==> config.mk <==
export PLATFORM = sky130hd
export DESIGN_NAME = iobus_initiator
export DESIGN_NICKNAME = d
export VERILOG_FILES = /design/src/rtl/iobus_pkg.sv /design/src/rtl/iobus_cmd_fifo.sv /design/src/rtl/iobus_initiator.sv
export SDC_FILE = /design/constraint.sdc
export NUM_CORES = 1
export LEC_CHECK = 0
export ABC_AREA = 1
export ABC_CLOCK_PERIOD_IN_PS = 13200
export BUFFER_PORTS_ARGS = -buffer_cell sky130_fd_sc_hd__buf_2
export CAP_MARGIN = 20
export CORE_MARGIN = 4
export CORE_UTILIZATION = 55
export CTS_CLUSTER_SIZE = 40
export DETAILED_ROUTE_END_ITERATION = 6
export MAX_ROUTING_LAYER = met4
export PLACE_DENSITY = 0.77
export SLEW_MARGIN = 20
export SYNTH_ARGS = -nofsm -noshare
export SYNTH_HDL_FRONTEND = slang
export SYNTH_SLANG_ARGS = --single-unit
==> constraint.sdc <==
create_clock -name clk -period 13.2 [get_ports clk]
set_input_delay 2.64 -clock clk [delete_from_list [all_inputs] [get_ports clk]]
set_output_delay 2.64 -clock clk [all_outputs]
set_load 0.01 [all_outputs]
==> src/rtl/iobus_pkg.sv <==
// Shared types and MMIO address map for the OTTER IOBUS initiator.
// Holds the command record that the queue stores and the engine's state encoding.
package iobus_pkg;

    typedef struct packed {
        logic        wr;
        logic [31:0] addr;
        logic [31:0] data;
    } iobus_cmd_t;

    typedef enum logic [1:0] {
        IDLE,
        ISSUE,
        WAIT,
        RESP
    } state_t;

    localparam logic [31:0] SWITCHES_AD = 32'h11000000;
    localparam logic [31:0] LEDS_AD     = 32'h11080000;
    localparam logic [31:0] SSEG_AD     = 32'h110C0000;

endpackage

==> src/rtl/iobus_cmd_fifo.sv <==
// Synchronous command queue for the IOBUS initiator.
// Pointers carry one extra wrap bit so that full and empty can be told apart.
import iobus_pkg::*;

module cmd_fifo #(
    parameter int DEPTH = 4
) (
    input  logic       clk,
    input  logic       rst_n,
    input  logic       push,
    input  iobus_cmd_t wdata,
    input  logic       pop,
    output iobus_cmd_t rdata,
    output logic       full,
    output logic       empty
);

    localparam int AW = $clog2(DEPTH);
    localparam logic [AW:0] PTR_ONE = {{AW{1'b0}}, 1'b1};

    logic [AW:0] wptr;
    logic [AW:0] rptr;
    iobus_cmd_t  mem [DEPTH];

    logic do_push;
    logic do_pop;

    assign do_push = push && !full;
    assign do_pop  = pop && !empty;

    assign empty = (wptr == rptr);
    assign full  = (wptr[AW] != rptr[AW]) && (wptr[AW-1:0] == rptr[AW-1:0]);
    assign rdata = mem[rptr[AW-1:0]];

    always_ff @(posedge clk or negedge rst_n) begin
        if (!rst_n) begin
            wptr <= '0;
            rptr <= '0;
        end else begin
            if (do_push) wptr <= wptr + PTR_ONE;
            if (do_pop)  rptr <= rptr + PTR_ONE;
        end
    end

    // Storage needs no reset: entries are only read once the pointers say they are valid.
    always_ff @(posedge clk) begin
        if (do_push) mem[wptr[AW-1:0]] <= wdata;
    end

endmodule

==> src/rtl/iobus_initiator.sv <==
// Bus-master engine that replays queued commands onto the OTTER IOBUS.
// One command is in flight at a time; reads return through a valid/ready response port.
import iobus_pkg::*;

module iobus_initiator #(
    parameter int FIFO_DEPTH = 4,
    parameter int READ_WAIT  = 1
) (
    input  logic        clk,
    input  logic        rst_n,
    input  logic        cmd_valid,
    output logic        cmd_ready,
    input  logic        cmd_wr,
    input  logic [31:0] cmd_addr,
    input  logic [31:0] cmd_data,
    output logic        rsp_valid,
    input  logic        rsp_ready,
    output logic [31:0] rsp_data,
    output logic [31:0] iobus_addr,
    output logic [31:0] iobus_out,
    output logic        iobus_wr,
    input  logic [31:0] iobus_in,
    output logic        busy
);

    localparam logic [3:0] WAIT_LOAD = 4'(READ_WAIT);

    state_t     state;
    state_t     state_next;
    iobus_cmd_t head;
    iobus_cmd_t push_cmd;
    logic       full;
    logic       empty;
    logic       push;
    logic       pop;
    logic       capture;
    logic       load_cnt;
    logic       cur_wr;
    logic [3:0] wait_cnt;

    assign push_cmd  = '{wr: cmd_wr, addr: cmd_addr, data: cmd_data};
    assign cmd_ready = rst_n && !full;
    assign push      = cmd_valid && cmd_ready;

    cmd_fifo #(
        .DEPTH (FIFO_DEPTH)
    ) u_fifo (
        .clk   (clk),
        .rst_n (rst_n),
        .push  (push),
        .wdata (push_cmd),
        .pop   (pop),
        .rdata (head),
        .full  (full),
        .empty (empty)
    );

    always_ff @(posedge clk or negedge rst_n) begin
        if (!rst_n) state <= IDLE;
        else        state <= state_next;
    end

    always_comb begin
        state_next = state;
        pop        = 1'b0;
        capture    = 1'b0;
        load_cnt   = 1'b0;
        case (state)
            IDLE: begin
                if (!empty) begin
                    pop        = 1'b1;
                    state_next = ISSUE;
                end
            end
            ISSUE: begin
                if (cur_wr) begin
                    state_next = IDLE;
                end else if (WAIT_LOAD == 4'd0) begin
                    capture    = 1'b1;
                    state_next = RESP;
                end else begin
                    load_cnt   = 1'b1;
                    state_next = WAIT;
                end
            end
            WAIT: begin
                if (wait_cnt == 4'd1) begin
                    capture    = 1'b1;
                    state_next = RESP;
                end
            end
            RESP: begin
                if (rsp_ready) state_next = IDLE;
            end
            default: state_next = IDLE;
        endcase
    end

    // Bus registers hold the last command until the next pop, so the address stays put through WAIT and RESP.
    always_ff @(posedge clk or negedge rst_n) begin
        if (!rst_n) begin
            cur_wr     <= 1'b0;
            iobus_addr <= '0;
            iobus_out  <= '0;
            wait_cnt   <= '0;
            rsp_data   <= '0;
        end else begin
            if (pop) begin
                cur_wr     <= head.wr;
                iobus_addr <= head.addr;
                iobus_out  <= head.data;
            end
            if (load_cnt)          wait_cnt <= WAIT_LOAD;
            else if (state == WAIT) wait_cnt <= wait_cnt - 4'd1;
            if (capture) rsp_data <= iobus_in;
        end
    end

    assign iobus_wr  = (state == ISSUE) && cur_wr;
    assign rsp_valid = (state == RESP);
    assign busy      = !empty || (state != IDLE);

endmodule

==> results of run 1 <==
## how the worst min path moves through the flow
stage                               from        endpoint  slack [ns]  cells past startpoint
after floorplan                   cur_wr          cur_wr        0.45                      2
after global placement    iobus_addr[14]  iobus_addr[14]        0.46                      2
after detailed placement   iobus_out[21]   iobus_out[21]        0.46                      2
after CTS                  iobus_out[28]   iobus_out[28]        0.48                      2
after global routing       iobus_out[27]   iobus_out[27]        0.49                      2
final                     iobus_addr[17]  iobus_addr[17]        0.48                      2
## power by group
| part | switching, W | internal, W |
|---|---|---|
| Clock | 0.000413 | 0.000588 |
| Sequential | 0.000156 | 0.00151 |
| Combinational | 0.000825 | 0.000398 |
| Total | 0.00140 | 0.00250 |
## stage by stage
step / area (sq um) / total power [W] / utilization (%) / std cells / hold WS, ns
after global placement: 15500 / 0.00284 / 60.9 / 1678 / 0.458
final: 16700 / 0.00389 / 65.8 / 1751 / 0.476
after CTS: 16700 / 0.00391 / 65.6 / 1746 / 0.477
after detailed placement: 15500 / 0.00290 / 60.9 / 1678 / 0.460
after floorplan: 14300 / 0.00250 / - / 1208 / 0.449
after global routing: 16700 / 0.00415 / 65.8 / 1750 / 0.488
## kinds of logic after synthesis
logic type                 count (synthesis)  synth area share [%]
and+or+nand+nor                          472                  13.3
DFF                                      369                  73.8
AOI/OAI and AO/OA                        234                  8.23
buffers and inverters                    121                  3.75
adders and majority gates                  7                 0.613
xor gates and xnor gates                   5                 0.307
## state kept, by name, indices dropped and copies added (netlist names), named ones only
name	count
rsp_data	32
wait_cnt	4
u_fifo.wptr	3
cur_wr	1
u_fifo.mem	260
iobus_addr	32
state	1
iobus_out	32
u_fifo.rptr	3
## worst register-to-register path, cell delays in order (launching register included)
cell and delay (ns):
dfrtp_4 0.77, inv_4 0.36, nand2_1 0.17, nand2_2 0.09, nand3_1 0.19, nand3_1 0.41, nor2_4 0.77, buf_4 0.68
## cell type report
cell class              count  share of cell area, %
well taps                 330                   2.47
flip-flops and latches    369                   63.1
clock inverters            17                  0.666
clock buffers              51                   6.41
repair buffers            212                   6.74
multi-input cells         718                   19.4
diodes                      3                 0.0449
inverters                  51                   1.16
## metal layers
layer	track usage, %	wire, microns
met5	-	0
met4	5.74	567
met3	3.87	2460
met2	34.0	14800
met1	29.9	13100
## Yosys cell counts
master    instances  area [sq um]
edfxtp_1        260          7810
o21ai_0         203          1020
nor2_1          201           754
nand2_1         190           713
dfrtp_1         109          2730
nand3_1          71           355
inv_1            50           188
clkbuf_1         32           120
o21ai_1          28           140
buf_2            27           135
ha_1              7          87.6
buf_6             5          56.3
buf_1             4          15.0
nand4_1           4          25.0
xnor2_1           3          26.3
buf_4             2          15.0
o22ai_1           2          12.5
xor2_1            2          17.5
inv_4             1          6.26
nand2_2           1          6.26
nand2_4           1          11.3
nand3_2           1          10.0
nand3_4           1          17.5
nor2_2            1          6.26
nor3_1            1          5.00
o21a_1            1          7.51
==> qor.csv, run 1 <==
stage;metric;value;unit
layout;Final #Nets;1497;
layout;Multi-input gate area;3250;sq um
critical_path;reg2reg start;u_fifo.rptr[0];
clock_network;H-tree depth;2;
critical_path;Slowest-stage cell, CP;buf_4;
critical_path;largest delay contributor family on the critical path;buffers and inverters;
critical_path;Worst path depth;4;
critical_path;kind of critical path;input port to output pin;
drt;drt wl/cell;17.7;microns
clock_network;Clock Latency Late Sink;0.52;ns
critical_path;worst-path cell chain;buf_4 -> nand2_1 -> inv_1 -> buf_2;
timing;min Tclk post-route;5.75;ns
yosys;Syn Std Cell Area;14300;sq um
layout;Register Area;10500;sq um
timing;setup TNS;0;ns
clock_network;post-CTS sizing;0;
grt;first-pass GRT wire length;48.2;mm
layout;P&R area growth vs syn;17.0;%
critical_path;worst reg2reg setup slack;9.37;ns
clock_network;clock root cell;clkbuf_16;
critical_path;critical path launch point;rst_n;
clock_network;Clk pin slew, worst setup/hold paths;0.06;ns
critical_path;Startpoint Class;input port;
run;maxcap violations;0;
die;die area;28600;sq um
die;# rows;58;
layout;fillers;1870;
timing;unrepaired setup endpoints after global routing;false;
placement;Port Buf Inserts;200;
yosys;Yosys reg bits;369;
drt;post-route ant nets;0;
power;P_leak;6.91;nW
critical_path;WP data arrival;3.11;ns
timing;worst slew pin tran;0.950;ns
critical_path;Worst setup EP type;output pin;
yosys;post-synthesis sequential area ratio;73.8;%
timing;skew final;0.0156;ns
min_path;min-delay worst type;register to register;
timing;fin worst setup slack;7.45;ns
critical_path;reg2reg path depth;7;
grt;GRT Util Overall;21.7;%
die;Die Height;169;microns
layout;highest-count cells in the layout ignoring fill and taps;edfxtp_1 (260), o21ai_0 (203), buf_2 (199), nor2_1 (197), nand2_1 (190);
critical_path;crit-path max cell delay;0.14;ns
grt;vias in the first global route;9465;
layout;commonest non-fill, non-tap cell in the layout;edfxtp_1;
yosys;Yosys cell types;26;
critical_path;Critical R2R Capture;u_fifo.mem[3][2];
power;PD cells;233;nW/um^2
timing;max-slew violations;0;
placement;worst slack at placement;7.37;ns
timing;Final Hold Vio Count;0;
power;Max rail drop VDD;0.000167;V
clock_network;Sinks on Clock Net;369;
drt;number of detailed-routing iterations run before antenna repair;5;
outcome;outcome;finished clean;
die;Core ar.;25400;sq um
placement;gpl congestion;0.792;
layout;layout cell share with drive strength beyond 1;19.5;%
critical_path;Setup crit end;cmd_ready;
drt;total wire length;31.0;mm
timing;Final setup violation count;0;
drt;drt drc;0;
clock_network;CTS tree;built;
timing;Fmax;174;MHz
clock_network;Setup Fix Bufs, Post-CTS;0;
yosys;Mapped Cells;1208;
yosys;Net Count, Synth;1316;
drt;Initial DRC Count;858;
grt;remaining global-route overflow;0;
yosys;Synth Area per Inst;11.8;sq um
clock_network;CTS Buffer Depth;3;
grt;initial antenna violation count;2;
drt;routed vias/inst;5.45;
die;Die Width;169;microns
critical_path;CP bufs+invs;3;
clock_network;cts bufs inserted;37;
die;Ports;201;
critical_path;critical path required time;10.56;ns
placement;dpl hpwl;17.9;mm
die;Starting Density;56.2;%
grt;largest net degree at the start of global routing;85;
yosys;synth warn;0;
drt;total number of vias;9542;
timing;crit share post-route;43.6;%
clock_network;cts hold-fix bufs;0;
timing;Rel. slew slack;36.7;%
critical_path;Critical Path Fanout Max;2;
Note: power is estimated with default switching activity, not from simulation.
==> inputs of run 2 (changes only) <==
--- a/config.mk
+++ b/config.mk
@@ -6,7 +6,7 @@
 export NUM_CORES = 1
 export LEC_CHECK = 0
 export ABC_AREA = 1
-export ABC_CLOCK_PERIOD_IN_PS = 13200
+export ABC_CLOCK_PERIOD_IN_PS = 5400
 export BUFFER_PORTS_ARGS = -buffer_cell sky130_fd_sc_hd__buf_2
 export CAP_MARGIN = 20
 export CORE_MARGIN = 4
==> constraint.sdc (replaced) <==
create_clock -name clk -period 5.4 [get_ports clk]
set_input_delay 1.08 -clock clk [delete_from_list [all_inputs] [get_ports clk]]
set_output_delay 1.08 -clock clk [all_outputs]
set_load 0.01 [all_outputs]
==> run 2 against run 1 <==
Clock skew grew 0.0030 ns. Register-to-register slack lost 7.5 ns. Flip-flop and latch count is the same. First-iteration DRC count grew 9.2%. Non-clock buffer count is the same. Final area grew 0.31%. Sequential share of layout area shrank 0.20 points. Combinational power grew 150%. Setup slack lost 5.7 ns. Hold slack is essentially flat. Sequential power grew 140%. Clock-buffer cell count shrank 3. Largest cell class unchanged.
==> qor.csv, run 2 (synthesis results as in run 1) <==
stage;metric;value;unit;change
layout;layout cell share with drive strength beyond 1;19.5;%;+0.084 points
critical_path;kind of critical path;register to output pin;;
power;sequential share of power;42.2;%;-0.6 points
layout;fillers;1843;;-1.4%
layout;max reg flops;260;;unchanged
grt;remaining global-route overflow;0;;unchanged
power;Clock power frac;26.6;%;+0.9 points
grt;vias in the first global route;9359;;-1.1%
power;switching power total;0.00340;W;+140%
die;# rows;58;;unchanged
placement;dpl hpwl;17.9;mm;-0.31%
power;P_leak;6.94;nW;+0.40%
layout;Design Area, Final;16800;sq um;+0.31%
die;Ports;201;;unchanged
layout;Util after Layout;66.0;%;+0.21 points
timing;crit share post-route;68.2;%;
die;Core ar.;25400;sq um;unchanged
outcome;outcome;finished clean;;
critical_path;Worst setup EP type;output pin;;
grt;largest net degree at the start of global routing;95;;+12%
drt;total wire length;30.5;mm;-1.4%
drt;post-route ant nets;0;;unchanged
placement;Port Buf Inserts;200;;unchanged
grt;met3 usage;3.80;%;-0.070 points
grt;GRT Util Overall;21.7;%;+0.024 points
die;Starting Density;56.2;%;unchanged
drt;number of detailed-routing iterations run before antenna repair;5;;unchanged
grt;met2 Use GR;34.5;%;+0.47 points
clock_network;H-tree depth;2;;unchanged
timing;skew final;0.0186;ns;+0.00303 ns
timing;worst slew pin tran;0.912;ns;-0.0376 ns
power;Max rail drop VDD;0.000325;V;+95%
grt;first-pass GRT wire length;48.7;mm;+1.0%
clock_network;cts hold-fix bufs;0;;unchanged
critical_path;worst reg2reg setup slack;1.84;ns;-7.53 ns
run;maxcap violations;0;;unchanged
power;Internal;0.00621;W;+150%
layout;highest-count cells in the layout ignoring fill and taps;edfxtp_1 (260), o21ai_0 (203), buf_2 (199), nor2_1 (197), nand2_1 (190);;
clock_network;Clk pin slew, worst setup/hold paths;0.06;ns;about the same
timing;fin worst setup slack;1.72;ns;-5.73 ns
placement;gpl congestion;0.795;;+0.35%
placement;dpl cell area;15500;sq um;+0.29%
timing;setup TNS;0;ns;unchanged
critical_path;Critical R2R Capture;u_fifo.mem[2][51];;
clock_network;Sinks on Clock Net;369;;unchanged
drt;routed vias/inst;5.42;;-0.61%
clock_network;Setup Fix Bufs, Post-CTS;0;;unchanged
min_path;min-delay src;iobus_out[13];;
clock_network;CTS tree;built;;
power;Switching Share;35.4;%;-0.45 points
clock_network;cts bufs inserted;37;;unchanged
timing;Fmax;272;MHz;
clock_network;Clock Latency Late Sink;0.52;ns;about the same
timing;Rel. slew slack;39.2;%;+2.5 points
critical_path;Startpoint Class;register;;
timing;Final Hold Vio Count;0;;unchanged
grt;initial antenna violation count;2;;unchanged
drt;total number of vias;9478;;-0.67%
critical_path;reg2reg start;u_fifo.rptr[0];;
min_path;Hold Path End;iobus_out[13];;
die;Die Width;169;microns;unchanged
critical_path;reg2reg path depth;7;;unchanged
clock_network;CTS Buffer Depth;3;;unchanged
grt;met1 usage;29.9;%;-0.045 points
layout;commonest non-fill, non-tap cell in the layout;edfxtp_1;;
timing;max-slew violations;0;;unchanged
power;PD cells;573;nW/um^2;+150%
grt;Top Usage Layer GRT;met2;;
timing;Final setup violation count;0;;unchanged
layout;Final #Nets;1497;;unchanged
power;Comb power frac;31.1;%;-0.3 points
drt;Initial DRC Count;937;;+9.2%
timing;unrepaired setup endpoints after global routing;false;;
layout;P&R area growth vs syn;17.4;%;
die;Die Height;169;microns;unchanged
placement;worst slack at placement;1.84;ns;-5.53 ns
drt;drt wl/cell;17.5;microns;-1.4%
clock_network;clock root cell;clkbuf_16;;
min_path;worst hold path depth;2;;unchanged
critical_path;critical path required time;4.32;ns;-6.24 ns
critical_path;WP data arrival;2.60;ns;-0.51 ns
timing;min Tclk post-route;3.68;ns;
min_path;min-delay worst type;register to register;;
clock_network;post-CTS sizing;0;;unchanged
drt;drt drc;0;;unchanged
critical_path;Critical Path Fanout Max;59;;+57
die;die area;28600;sq um;unchanged
power;overall power;0.00961;W;+150%
[run 2: cell count changes in the layout (fill, tap and decap cells not counted)]
cell        delta
buf_12         +3
buf_16         -1
buf_4          -2
bufinv_16      +4
clkbuf_1       +1
clkbuf_16      -2
clkbuf_8       -2
clkinv_1       -3
clkinv_2       +3
clkinvlp_4     -2
[run 2: final cells by class]
| class | count | area, sq um | area share (%) |
|---|---|---|---|
| Sequential cell | 369 | 10500 | 62.9 |
| Multi-Input combinational cell | 718 | 3250 | 19.4 |
| Timing Repair Buffer | 212 | 1140 | 6.82 |
| Clock buffer | 48 | 997 | 5.95 |
| Tap cell | 330 | 413 | 2.46 |
| Clock inverter | 19 | 220 | 1.31 |
| Inverter | 51 | 194 | 1.16 |
| Antenna cell | 3 | 7.51 | 0.0448 |
[run 2: worst max path at each step]
stage / start / end / slack [ns] / depth (start not counted)
after CTS: u_fifo.rptr[0] / cmd_ready / 1.71 / 7
after detailed placement: u_fifo.rptr[0] / u_fifo.mem[0][48] / 1.84 / 7
after global routing: u_fifo.rptr[0] / cmd_ready / 1.55 / 7
after global placement: u_fifo.rptr[0] / u_fifo.mem[2][61] / 1.89 / 7
after floorplan: cmd_valid / u_fifo.mem[0][0] / 0.90 / 2
final: u_fifo.rptr[0] / cmd_ready / 1.72 / 7
[run 2: critical path, stage by stage (launching register included)]
cell     delay [ns]
dfrtp_4        0.72
inv_4          0.52
nand2_1        0.14
nand2_2        0.13
nand3_1        0.18
nand2_1        0.19
inv_1          0.06
buf_2          0.14
[run 2: power groups by stage]
| stage | logic (W) | registers [W] | clock network, W |
|---|---|---|---|
| floorplan | 0.00194 | 0.00417 | 0 |
| global route | 0.00341 | 0.00413 | 0.00273 |
| finish | 0.00299 | 0.00406 | 0.00256 |
| CTS | 0.00303 | 0.00406 | 0.00260 |
| global placement | 0.00289 | 0.00409 | 0 |
| detailed placement | 0.00299 | 0.00410 | 0 |
[run 2: per-stage QoR]
| step | cells | hold slack [ns] |
|---|---|---|
| after CTS | 1746 | 0.479 |
| after detailed placement | 1679 | 0.460 |
| after floorplan | 1208 | 0.449 |
| after global placement | 1679 | 0.461 |
| final | 1750 | 0.476 |
| after global routing | 1749 | 0.497 |
[run 2: routing by layer]
metal,wire [microns],vias up
met1,12900,4537
li1,-,4506
met2,14500,394
met5,0,-
met3,2630,41
met4,493,0
